==> src/rtl/alu_op_sequencer.sv <==
// alu_op_sequencer: runs narrow (one pass) or wide (two pass) logic and
// add/sub operations through an external combinational ALU of width ALU_W.
// Requests and responses use valid/ready handshakes. Wide arithmetic chains
// the carry from the low pass into the high pass.
module alu_op_sequencer #(
  parameter int ALU_W = 32
) (
  input  logic               clk,
  input  logic               rst_n,
  input  logic               req_valid,
  output logic               req_ready,
  input  logic [3:0]         req_sel,
  input  logic               req_wide,
  input  logic               req_cin,
  input  logic [2*ALU_W-1:0] req_a,
  input  logic [2*ALU_W-1:0] req_b,
  output logic [ALU_W-1:0]   alu_a,
  output logic [ALU_W-1:0]   alu_b,
  output logic [3:0]         alu_sel,
  output logic               alu_cin,
  input  logic [ALU_W-1:0]   alu_y,
  input  logic               alu_cout,
  input  logic               alu_neg,
  input  logic               alu_zero,
  input  logic               alu_ovf,
  output logic               rsp_valid,
  input  logic               rsp_ready,
  output logic [2*ALU_W-1:0] rsp_y,
  output logic               rsp_cout,
  output logic               rsp_neg,
  output logic               rsp_zero,
  output logic               rsp_ovf,
  output logic               rsp_err
);

  localparam logic [3:0] OP_ADD = 4'b0110;
  localparam logic [3:0] OP_SUB = 4'b0111;

  typedef enum logic [1:0] {
    S_IDLE = 2'd0,
    S_LO   = 2'd1,
    S_HI   = 2'd2,
    S_RSP  = 2'd3
  } state_t;

  state_t             state_q, state_d;
  logic               wide_q, wide_d;
  logic [ALU_W-1:0]   a_hi_q, a_hi_d;
  logic [ALU_W-1:0]   b_hi_q, b_hi_d;
  logic [ALU_W-1:0]   alu_a_q, alu_a_d;
  logic [ALU_W-1:0]   alu_b_q, alu_b_d;
  logic [3:0]         alu_sel_q, alu_sel_d;
  logic               alu_cin_q, alu_cin_d;
  logic [2*ALU_W-1:0] rsp_y_q, rsp_y_d;
  logic               cout_q, cout_d;
  logic               neg_q, neg_d;
  logic               zero_q, zero_d;
  logic               ovf_q, ovf_d;
  logic               err_q, err_d;
  logic               accept;

  // Codes 1000-1111 have no ALU meaning.
  function automatic logic is_illegal(input logic [3:0] sel);
    return sel[3];
  endfunction

  function automatic logic is_arith(input logic [3:0] sel);
    return (sel == OP_ADD) || (sel == OP_SUB);
  endfunction

  // SUB is a + ~b + 1, so its low pass always gets carry-in 1.
  function automatic logic lo_carry_in(input logic [3:0] sel, input logic cin);
    logic c;
    c = 1'b0;
    if (sel == OP_ADD) c = cin;
    else if (sel == OP_SUB) c = 1'b1;
    return c;
  endfunction

  assign req_ready = (state_q == S_IDLE);
  assign rsp_valid = (state_q == S_RSP);
  assign accept    = req_valid && req_ready;

  assign alu_a   = alu_a_q;
  assign alu_b   = alu_b_q;
  assign alu_sel = alu_sel_q;
  assign alu_cin = alu_cin_q;

  assign rsp_y    = rsp_y_q;
  assign rsp_cout = cout_q;
  assign rsp_neg  = neg_q;
  assign rsp_zero = zero_q;
  assign rsp_ovf  = ovf_q;
  assign rsp_err  = err_q;

  // Next-state logic: IDLE -> LO (legal) or RSP (illegal), LO -> HI/RSP, HI -> RSP.
  always_comb begin
    state_d = state_q;
    case (state_q)
      S_IDLE: if (accept) state_d = is_illegal(req_sel) ? S_RSP : S_LO;
      S_LO:   state_d = wide_q ? S_HI : S_RSP;
      S_HI:   state_d = S_RSP;
      S_RSP:  if (rsp_ready) state_d = S_IDLE;
      default: state_d = S_IDLE;
    endcase
  end

  // Datapath next values: load operands on accept, capture each ALU pass.
  always_comb begin
    wide_d    = wide_q;
    a_hi_d    = a_hi_q;
    b_hi_d    = b_hi_q;
    alu_a_d   = alu_a_q;
    alu_b_d   = alu_b_q;
    alu_sel_d = alu_sel_q;
    alu_cin_d = alu_cin_q;
    rsp_y_d   = rsp_y_q;
    cout_d    = cout_q;
    neg_d     = neg_q;
    zero_d    = zero_q;
    ovf_d     = ovf_q;
    err_d     = err_q;
    case (state_q)
      S_IDLE: begin
        if (accept) begin
          wide_d  = req_wide;
          a_hi_d  = req_a[2*ALU_W-1:ALU_W];
          b_hi_d  = req_b[2*ALU_W-1:ALU_W];
          rsp_y_d = '0;
          cout_d  = 1'b0;
          neg_d   = 1'b0;
          zero_d  = 1'b0;
          ovf_d   = 1'b0;
          err_d   = is_illegal(req_sel);
          // The ALU bus is left untouched for an illegal opcode.
          if (!is_illegal(req_sel)) begin
            alu_a_d   = req_a[ALU_W-1:0];
            alu_b_d   = req_b[ALU_W-1:0];
            alu_sel_d = req_sel;
            alu_cin_d = lo_carry_in(req_sel, req_cin);
          end
        end
      end
      S_LO: begin
        rsp_y_d = {{ALU_W{1'b0}}, alu_y};
        cout_d  = alu_cout;
        neg_d   = alu_neg;
        zero_d  = alu_zero;
        ovf_d   = alu_ovf;
        if (wide_q) begin
          alu_a_d   = a_hi_q;
          alu_b_d   = b_hi_q;
          alu_cin_d = is_arith(alu_sel_q) ? alu_cout : 1'b0;
        end
      end
      S_HI: begin
        rsp_y_d = {alu_y, rsp_y_q[ALU_W-1:0]};
        cout_d  = alu_cout;
        neg_d   = alu_neg;
        ovf_d   = alu_ovf;
        zero_d  = zero_q & alu_zero;
      end
      default: ;
    endcase
  end

  // State and datapath registers; reset clears everything and aborts any op.
  always_ff @(posedge clk) begin
    if (!rst_n) begin
      state_q   <= S_IDLE;
      wide_q    <= 1'b0;
      a_hi_q    <= '0;
      b_hi_q    <= '0;
      alu_a_q   <= '0;
      alu_b_q   <= '0;
      alu_sel_q <= '0;
      alu_cin_q <= 1'b0;
      rsp_y_q   <= '0;
      cout_q    <= 1'b0;
      neg_q     <= 1'b0;
      zero_q    <= 1'b0;
      ovf_q     <= 1'b0;
      err_q     <= 1'b0;
    end else begin
      state_q   <= state_d;
      wide_q    <= wide_d;
      a_hi_q    <= a_hi_d;
      b_hi_q    <= b_hi_d;
      alu_a_q   <= alu_a_d;
      alu_b_q   <= alu_b_d;
      alu_sel_q <= alu_sel_d;
      alu_cin_q <= alu_cin_d;
      rsp_y_q   <= rsp_y_d;
      cout_q    <= cout_d;
      neg_q     <= neg_d;
      zero_q    <= zero_d;
      ovf_q     <= ovf_d;
      err_q     <= err_d;
    end
  end

endmodule

==> config.mk <==
export PLATFORM = sky130hd
export DESIGN_NAME = alu_op_sequencer
export DESIGN_NICKNAME = d
export VERILOG_FILES = /design/src/rtl/alu_op_sequencer.sv
export SDC_FILE = /design/constraint.sdc
export NUM_CORES = 1
export LEC_CHECK = 0
export CAP_MARGIN = 30
export CORE_ASPECT_RATIO = 0.5
export CORE_MARGIN = 10
export CORE_UTILIZATION = 49
export DETAILED_ROUTE_END_ITERATION = 7
export PLACE_DENSITY_LB_ADDON = 0.2
export SLEW_MARGIN = 0
export SYNTH_ARGS = -nofsm -noshare
export SYNTH_HDL_FRONTEND = slang
export SYNTH_SLANG_ARGS = --single-unit
==> constraint.sdc <==
create_clock -name clk -period 3.9 [get_ports clk]
set_clock_uncertainty 0.05 [all_clocks]
set_input_delay 0.39 -clock clk [delete_from_list [all_inputs] [get_ports clk]]
set_output_delay 0.39 -clock clk [all_outputs]
set_load 0.1 [all_outputs]
---- After elaboration in Yosys (flattened, before gate mapping) ----
Index checks and enable logic that the tools add are counted.
storage, ports and cells
  output and inout port bits .............. 140
  register bits after elaboration ......... 204
  word-level logic and storage cells ...... 70
operators by class
  reduce and logical (&&, ||, !) cells .... 14
  equality and inequality tests ........... 11
  muxes and demuxes ....................... 27
  bitwise operators ....................... 3
operators by type and width
  cell                                                                     count
  32-bit 2-to-1 mux                                                        6
  64-bit case mux with 3 select lines                                      1
  32-bit case mux with 2 select lines                                      2
  64-bit 2-to-1 mux                                                        1
  4-bit by 3-bit equality test with 1-bit output, second input constant    2
  1-bit 2-to-1 mux                                                         8
  1-bit case mux with 2 select lines                                       4
  2-bit case mux with 4 select lines                                       1
  2-bit AND reduction                                                      4
  3-bit equality test, second input constant                               2
  2-bit 2-to-1 mux                                                         3
  3-bit AND reduction                                                      2
  2-bit equality test, second input constant                               2
  2-bit by 1-bit inequality test with 1-bit output, second input constant  2
  2-bit inequality test, second input constant                             2
  4-bit AND reduction                                                      1
  2-bit nonzero test                                                       2
  1-bit case mux with 3 select lines                                       1
  3-bit nonzero test                                                       1
  2-bit by 1-bit equality test with 1-bit output, second input constant    1
  2-bit logical NOT                                                        1
  1-bit NOT                                                                2
  2-bit OR reduction                                                       1
  1-bit bitwise AND                                                        1
  other kinds (2)                                                          2

---- Longest topological paths before layout ----
Gate-level depths: netlist of the first run.
  word-level depth ........................ 6
  mapped depth ............................ 8

---- Worst setup path before layout of the first run ----
No wires, ideal clock.
  kind .................................... register -> register
  start point ............................. register state_q[0]
  end point ............................... register alu_b_q[20] (netlist: alu_b[20])
  period minus slack after synthesis ...... 2.500 ns
  setup slack ............................. 1.400 ns
  cell stages (with the launch flop) ...... 9
  arrival time ............................ 2.368 ns
  data required time ...................... 3.769 ns
  cell sequence ........................... dfxtp_1 -> inv_1 -> ha_1 -> clkbuf_2 -> or2_1 -> buf_2 -> buf_4 -> a41oi_1 -> a211oi_2
on the way
  longest elaborated chain between the ends .. 4
  elaborated cells on any way between the ends .. 9
  classes of those cells .................. eq/ne (4); mux (1); reduce/logical (4)
RTL lines
  item                                                        RTL line  source
  start, declared                                             46        state_t state_q, state_d;
  start signal, assigned                                      185       state_q <= state_d;
  2-bit logical NOT *                                         80        assign req_ready = (state_q == S_IDLE);
  net req_ready                                               11        output logic req_ready,
  1-bit logical AND                                           82        assign accept = req_valid && req_ready;
  2-bit by 1-bit inequality test with 1-bit output (no line)  n/a
  4-bit AND reduction (no line)                               n/a
  end signal, assigned                                        190       alu_b_q <= alu_b_d;
  end, declared                                               51        logic [ALU_W-1:0] alu_b_q, alu_b_d;
Mark *: on every way through the listed nets, which the timed path passes. The rest lies on a longest branch.
A chain may end at the register's enable or synchronous reset.

---- Final worst setup path of the first run ----
  start point ............................. register state_q[0]
  end point ............................... register alu_b_q[23] (netlist: alu_b[23])
on the way
  longest elaborated chain between the ends .. 4
  elaborated cells on any way between the ends .. 9
  classes of those cells .................. eq/ne (4); mux (1); reduce/logical (4)
RTL lines
  item                                                        RTL line
  2-bit logical NOT                                           80, 123
  1-bit logical AND                                           82
  2-bit by 1-bit inequality test with 1-bit output (no line)  n/a
  4-bit AND reduction (no line)                               n/a
Parallel ways exist; a longest one is shown, timed or not.

==> results of run 1 <==
cell usage in the layout, fill, tap and decap left out, types with 2 or more instances in the layout:
cell type,Yosys,final
nand3b_1,2,2
clkdlybuf4s50_1,0,310
clkbuf_1,62,6
ha_1,6,4
buf_16,0,4
o31ai_1,34,34
nor2_1,8,7
a21oi_1,132,132
nand4b_1,64,64
clkbuf_16,0,19
nand2_2,0,2
nand2_1,134,132
clkinv_2,0,2
a211oi_2,50,50
a32oi_1,3,3
dfxtp_1,204,204
clkbuf_8,0,5
a41oi_1,65,65
inv_6,0,2
o21ai_0,34,34
inv_1,2,2
buf_4,9,24
mux2i_1,68,68
diode_2,0,6
a211oi_1,14,14
nand2b_1,4,2
power by group through the flow:
stage / sequential (W) / clock [W] / combinational, W
floorplan: 0.00491 / 0 / 0.00300
global placement: 0.00280 / 0 / 0.00642
detailed placement: 0.00281 / 0 / 0.00658
CTS: 0.00278 / 0.00184 / 0.00661
global route: 0.00283 / 0.00193 / 0.00698
finish: 0.00278 / 0.00182 / 0.00663
metrics by stage:
stage / power (W) / util [%] / area [µm²] / instances / setup slack (ns)
6_report: 0.0112 / 70.3 / 12900 / 1459 / 1.36
5_1_grt: 0.0117 / 70.3 / 12900 / 1459 / 1.23
4_1_cts: 0.0112 / 70.1 / 12800 / 1452 / 1.41
3_5_place_dp: 0.00940 / 66.8 / 12200 / 1418 / 1.33
3_3_place_gp: 0.00922 / 66.4 / 12200 / 1415 / 1.44
2_1_floorplan: 0.00791 / - / 9080 / 960 / 1.40
routing by layer:
layer,vias to the layer above,share of wire [%]
met5,-,0.058
met4,2,3.1
met3,57,7.1
met2,312,49
met1,4241,41
li1,4074,-
final cells by class:
cell class	count	area, µm²
Clock buffer	30	567
Antenna cell	6	15.0
Inverter	3	16.3
Timing Repair Buffer	339	3410
Clock inverter	4	26.3
Fill cell	1453	5430
Tap cell	240	300
Multi-Input combinational cell	633	4450
Sequential cell	204	4080
sequential cells by signal (all words and copies together), names as in the netlist:
register,cells
b_hi_q,32
rsp_cout,1
state_q,2
alu_cin,1
rsp_neg,1
alu_sel,3
a_hi_q,32
alu_a,32
rsp_zero,1
rsp_err,1
wide_q,1
rsp_ovf,1
rsp_y,64
alu_b,32
cell families (layout without fill, tap and decap cells):
family	Yosys count	count (layout)	synth area share [%]
buf+inv	123	376	6.49
mux	68	68	7.49
fa+ha+maj	6	6	0.827
flops	204	204	45.0
other cells	1	7	0.0413
compound gates	335	335	26.9
simple gates	223	223	13.3
critical path, cell delays in order (launching register included):
cell and delay, ns:
dfxtp_1 0.38, inv_1 0.16, ha_1 0.42, or2_2 0.23, buf_4 0.58, a41oi_1 0.28
a211oi_2 0.28
how the worst max path moves through the flow:
stage	cells past startpoint	endpoint	startpoint
floorplan	8	alu_b[20]	state_q[0]
global placement	5	alu_a[21]	req_valid
detailed placement	5	alu_b[6]	req_valid
CTS	1	alu_a[0]	alu_a[0]
global route	6	b_hi_q[26]	state_q[0]
finish	6	alu_b[23]	state_q[0]
==> metrics, run 1 <==
Setup Viol. Count Final 0; initial antenna violation count 7; Final min period 2.54 ns; Synth cell types 36; CTS tree done; register area share after synthesis 45.0%; cells after synthesis 960; post-CTS setup buffer count 0; drt pass-1 iters 5; fin. max-slew vios 0; DR iter-0 viols 603; Clk Tree Root Cell clkbuf_16; Hold Path Class input pin to register; Ports 314; cell area after synthesis 0.00908 mm²; # DRC 0; WHS Endpoint b_hi_q[14]; crit-path max FO 65; highest clock rate 0.394 GHz; hold path depth 3; internal power 0.00546 W; hold path start req_b[46]; H-Tree Depth 1; remaining antenna violation count 0; fin nets 1,380; cell taking the most area after synthesis dfxtp_1; Comb power frac 59.0%; normalized max-slew margin 29.5%; hold slack 0.387 ns; initial core utilization 49.6%; Synth Net Count 1,140; GRT met1 Usage 29.1%; Yosys Warn Count 0; reg2reg end alu_b[23]; fin crit share 65.0%; WS Path Type register to register; HPWL Detailed 20,800 µm; RSZ-0062 raised after global routing no; Clock Sinks 204; Main synth FF type dfxtp_1; outcome finished, final reports clean; busiest grt layer met2; FF-to-FF Start state_q[0]; sequential share of power 24.8%; Worst setup SP type register; Avg WL per Cell 21.2 µm; Core Rows 35; Final Hold Viols 0; routed vias 8,686; die area 0.0247 mm²; syn_area_per_cell 9.46 µm²; Total GRT Usage 23.6%; PortBufs 312; worst r2r path cells 6; GR Util met3 5.65%; reg-to-reg slack, setup 1.36 ns; Sw Ratio 51.4%; Clk pwr share 16.2%; Final GP Congestion 0.799; Post-synth EDFFs 0; Synth area leaders dfxtp_1, mux2i_1, a21oi_1, a211oi_2, a41oi_1; core area 0.0183 mm²; Critical Path End Type register; area delta synth->final 41.7%; Max rail drop VDD 0.570 mV; Reg clk slew, reported paths 0.07 ns; TritonCTS buffer count 19; vias in the first global route 8,551; first-pass GRT wire length 47,500 µm; required time of the critical path 4.26 ns; hold buffer count at cts 0; CP Data Arrival Time 2.89 ns; GR Overflow Total 0; max-cap violations 0; worst-case clock buffer depth 3; post-synthesis register bit count 204; Tightest Pin Transition 1.05 ns; setup TNS 0 ns; Leak 4.37 nW; clock latency at the later pin of the worst-skew pair 0.50 ns; DR vias/cell 5.95; share of post-route cells with drive strength above 1 9.81%; commonest cells in the netlist dfxtp_1, nand2_1, a21oi_1; die width 213 µm; asr flop ratio synth 0%; count leader, synth dfxtp_1; proportion of netlist area held by the largest area contributor 45.0%; Post-CTS Resized 0; Die Ht 116 µm; largest net degree at the start of global routing 102; switching power 0.00577 W; total wire length 30,900 µm; Power per Cell Area 872 mW/mm²; GR Util met2 39.3%
(Power assumes the default switching activity.)
==> run 2: changes to the inputs <==
CORE_UTILIZATION = 46   (was 49)
clock period = 2.58 ns   (was 3.9 ns; I/O delays follow)
==> run 2 against run 1 <==
- non-clock buffer count fell by 1
- clock power rose by 71%
- worst setup slack got worse by 0.98 ns
- sequential power rose by 52%
- largest cell class unchanged
- cell count rose by 1.2%
- sequential share of layout area rose by 0.53 points
- clock-buffer cell count fell by 3
- critical endpoint is now rsp_valid
- global-route usage fell by 0.79 points
- power rose by 54%
- critical path depth fell by 3
==> metrics, run 2 (synthesized netlist as in run 1, its figures left out) <==
Max rail drop VDD 0.865 mV; crit-path max FO 68; DR vias/cell 5.86; Clk Tree Root Cell clkbuf_16; Tightest Pin Transition 0.753 ns; hold buffer count at cts 0; area delta synth->final 39.4%; required time of the critical path 2.27 ns; Final min period 2.19 ns; Core Util, Final 65.2%; Final Hold Viols 0; die width 219 µm; worst-case clock buffer depth 3; WS Path Type register to output pin; Total GRT Usage 22.8%; largest net degree at the start of global routing 87; Avg WL per Cell 21.2 µm; DR iter-0 viols 806; Die Ht 119 µm; FF-to-FF Start state_q[0]; GR Overflow Total 0; worst path bufs/invs 2; Sw Ratio 50.7%; Post-CTS Resized 0; highest clock rate 0.456 GHz; total wire length 31,400 µm; internal power 0.00850 W; routed vias 8,662; Ports 314; setup TNS 0 ns; normalized max-slew margin 49.8%; first-pass GRT wire length 49,300 µm; hold slack 0.263 ns; cell family with most CP delay buffers and inverters; CP Data Arrival Time 1.89 ns; Comb power frac 57.4%; most frequent cells in the layout dfxtp_1, clkdlybuf4s50_1, buf_4; sequential share of power 24.5%; Total Power 0.0172 W; multi-input logic area 0.00445 mm²; Clk pwr share 18.1%; Sequential Area 0.00408 mm²; Leak 4.68 nW; initial antenna violation count 1; RSZ-0062 raised after global routing no; outcome finished, final reports clean; Reg clk slew, reported paths 0.07 ns; fin nets 1,380; crit path cell chain ha_1 -> buf_4 -> buf_12; switching power 0.00875 W; clock latency at the later pin of the worst-skew pair 0.49 ns; max-cap violations 0; TritonCTS buffer count 20; remaining antenna violation count 0; Hold Path Class input pin to register; hold path start req_b[34]; n_diodes 0; CTS tree done; worst r2r path cells 6; initial core utilization 46.8%; pre-CTS setup slack 0.450 ns; layout filler cell count 1,581; WHS Endpoint b_hi_q[2]; drt pass-1 iters 5; core area 0.0194 mm²; Final GP Congestion 0.812; slowest stage delay, CP 0.46 ns; hold path depth 3; H-Tree Depth 1; reg-to-reg slack, setup 0.40 ns; Largest register FFs 64; Worst setup SP type register; reg2reg end alu_b[25]; share of post-route cells with drive strength above 1 21.3%; die area 0.0261 mm²; Power per Cell Area 1360 mW/mm²; Clock Sinks 204; Core Rows 36; vias in the first global route 8,711; Slowest cell on crit path buf_4; fin. max-slew vios 0; HPWL Detailed 21,300 µm; Setup Viol. Count Final 0; min setup slack post-route 0.386 ns; Critical Path End Type output pin; post-CTS setup buffer count 0; most common cell after layout, fill and taps aside dfxtp_1; PortBufs 312; fin crit share 85.0%; # DRC 0
## run 2: cell types whose count changed in the layout (fill, tap and decap cells not counted)
cell,previous run,this run
buf_16,4,0
clkbuf_16,19,21
clkbuf_1,6,2
buf_4,24,156
clkdlybuf4s50_1,310,173
bufinv_16,0,3
clkbuf_8,5,4
buf_12,1,9
inv_6,2,1
diode_2,6,0
## run 2: layer usage
metal	routed length (µm)	track usage [%]
met4	755	6.30
met3	1900	4.72
met5	10	0
met2	15600	39.5
met1	13100	28.1
## run 2: worst reg2reg max path, cell delays in order, from the launching register on
cell and delay, ns:
dfxtp_1 0.45, inv_1 0.14, ha_1 0.35, nand2_2 0.14, buf_4 0.42, a41oi_1 0.27
a211oi_2 0.27
## run 2: cell type report
class                           count  share of cell area, %
Tap cell                          266                   2.63
Timing Repair Buffer              338                   24.3
Inverter                            3                  0.128
Clock inverter                      6                  0.850
Clock buffer                       27                   4.64
Sequential cell                   204                   32.3
Multi-Input combinational cell    633                   35.1
## run 2: metrics by stage
step / cell area, µm² / std cells
floorplan: 9080 / 960
global placement: 12000 / 1444
detailed placement: 12000 / 1444
CTS: 12700 / 1477
global route: 12700 / 1477
finish: 12700 / 1477
## run 2: power groups by stage
stage	clock network, W	registers, W	logic, W
CTS	0.00319	0.00422	0.00989
finish	0.00312	0.00423	0.00990
floorplan	0	0.00742	0.00453
global route	0.00334	0.00429	0.0104
detailed placement	0	0.00427	0.00987
global placement	0	0.00426	0.00967
## run 2: how the worst max path moves through the flow
stage,startpoint,endpoint,slack (ns),cells past startpoint
3_3_place_gp,state_q[0],alu_cin,0.55,6
5_1_grt,state_q[0],rsp_valid,0.27,3
3_5_place_dp,state_q[0],alu_a[7],0.45,6
6_report,state_q[0],rsp_valid,0.39,3
4_1_cts,state_q[0],rsp_valid,0.40,3
2_1_floorplan,state_q[0],alu_b[20],0.08,8
==> run 3: changes to the inputs <==
CORE_MARGIN = not set   (was 10)
CTS_CLUSTER_SIZE = 30   (was not set)
clock period = 2.4 ns   (was 2.58 ns; I/O delays follow)
==> run 3 against run 2 <==
- clock power decreased by 4%
- design area decreased by 0.18%
- sequential share of layout area increased by 0.057 points
- global-route usage increased by 4.0 points
- worst hold slack got worse by 0.025 ns
- non-clock buffer count increased by 4
- largest cell class unchanged
==> metrics, run 3 (synthesized netlist as in run 1, its figures left out) <==
outcome finished, final reports clean; Worst setup SP type register; hold slack 0.238 ns; required time of the critical path 2.74 ns; DR iter-0 viols 503; Placed Cells 1,441; hold path depth 3; FF-to-FF Start state_q[0]; Tightest Pin Transition 0.512 ns; initial antenna violation count 1; largest net degree at the start of global routing 67; core area 0.0189 mm²; die width 201 µm; routed vias 8,570; setup TNS 0 ns; share of post-route cells with drive strength above 1 21.7%; Hold Path Class input pin to register; most frequent cells in the layout dfxtp_1, clkdlybuf4s50_1, buf_4; area delta synth->final 39.2%; DR vias/cell 5.82; # DRC 0; most common cell after layout, fill and taps aside dfxtp_1; worst r2r path cells 6; n_diodes 0; fin crit share 88.4%; worst-case clock buffer depth 3; Post-CTS Resized 0; Setup Viol. Count Final 0; drt pass-1 iters 4; Power per Cell Area 1440 mW/mm²; CTS tree done; Avg WL per Cell 19.1 µm; initial core utilization 48.1%; total wire length 28,100 µm; crit-path max FO 44; post-CTS setup buffer count 0; die area 0.0203 mm²; CP Launch Point state_q[0]; Final Hold Viols 0; remaining antenna violation count 0; H-Tree Depth 1; Final Non-Filler Cells 1,472; Final GP Congestion 0.796; WS Path Type register to register; clock latency at the later pin of the worst-skew pair 0.49 ns; fin nets 1,383; Leak 4.67 nW; hold path start req_b[59]; Die Ht 101 µm; RSZ-0062 raised after global routing no; hold buffer count at cts 0; HPWL Detailed 18,500 µm; TritonCTS buffer count 19; Critical Path End Type register; Core Rows 35; Clk Tree Root Cell clkbuf_16; Final min period 2.12 ns; vias in the first global route 8,243; Total GRT Usage 26.8%; Max rail drop VDD 0.970 mV; Largest register FFs 64; max-cap violations 0; fin. max-slew vios 0; GR Overflow Total 0; Ports 314; first-pass GRT wire length 44,400 µm; PortBufs 312; normalized max-slew margin 65.9%; Clock Sinks 204; highest clock rate 0.471 GHz; Reg clk slew, reported paths 0.07 ns; CP Data Arrival Time 2.47 ns
[run 3: cell count changes in the layout (fill, tap and decap cells not counted), sizes merged]
cell    delta
inv        +1
bufinv     -2
clkinv     +1
buf        +4
clkbuf     -2
[run 3: worst paths after layout]
check               end  slack, ns
max           alu_a[23]       0.28
min reg2reg   a_hi_q[7]       0.40
min          b_hi_q[27]       0.24
max reg2reg   alu_a[23]       0.28
[run 3: through the flow]
| stage | utilization, % | area, µm² | setup WS (ns) | power, W |
|---|---|---|---|---|
| floorplan | - | 9080 | 0.224 | 0.0129 |
| global placement | 63.7 | 12000 | 0.373 | 0.0150 |
| detailed placement | 63.7 | 12000 | 0.297 | 0.0152 |
| CTS | 67.0 | 12600 | 0.285 | 0.0182 |
| global route | 67.0 | 12600 | 0.0669 | 0.0190 |
| finish | 67.0 | 12600 | 0.278 | 0.0182 |
[run 3: power by group]
group          switching (W)  total [W]  internal (W)  leakage, nW
Combinational        0.00754     0.0106       0.00305         2.70
Clock                0.00129    0.00301       0.00171        0.302
Sequential          0.000431    0.00455       0.00412         1.67
[run 3: metal layers]
layer  global-route usage [%]  part of all wire [%]  up-vias
li1                         -                     -     4075
met4                     7.11                   2.3        2
met5                        0                 0.046        -
met3                     5.02                   6.2       50
met1                     35.5                    45     4148
met2                     45.2                    47      295
[run 3: area by class of cell]
class / count / area (µm²)
fillers: 1522 / 6230
multi-input cells: 633 / 4460
flip-flops and latches: 204 / 4080
repair buffers: 342 / 3150
clock buffers: 25 / 548
well taps: 259 / 324
clock inverters: 6 / 61.3
inverters: 3 / 16.3
[run 3: critical path, stage by stage, from the launching register on]
cell and delay [ns]:
dfxtp_1 0.45, inv_1 0.15, ha_1 0.31, nand2b_4 0.19
buf_4 0.42, a41oi_1 0.21, a211oi_2 0.23
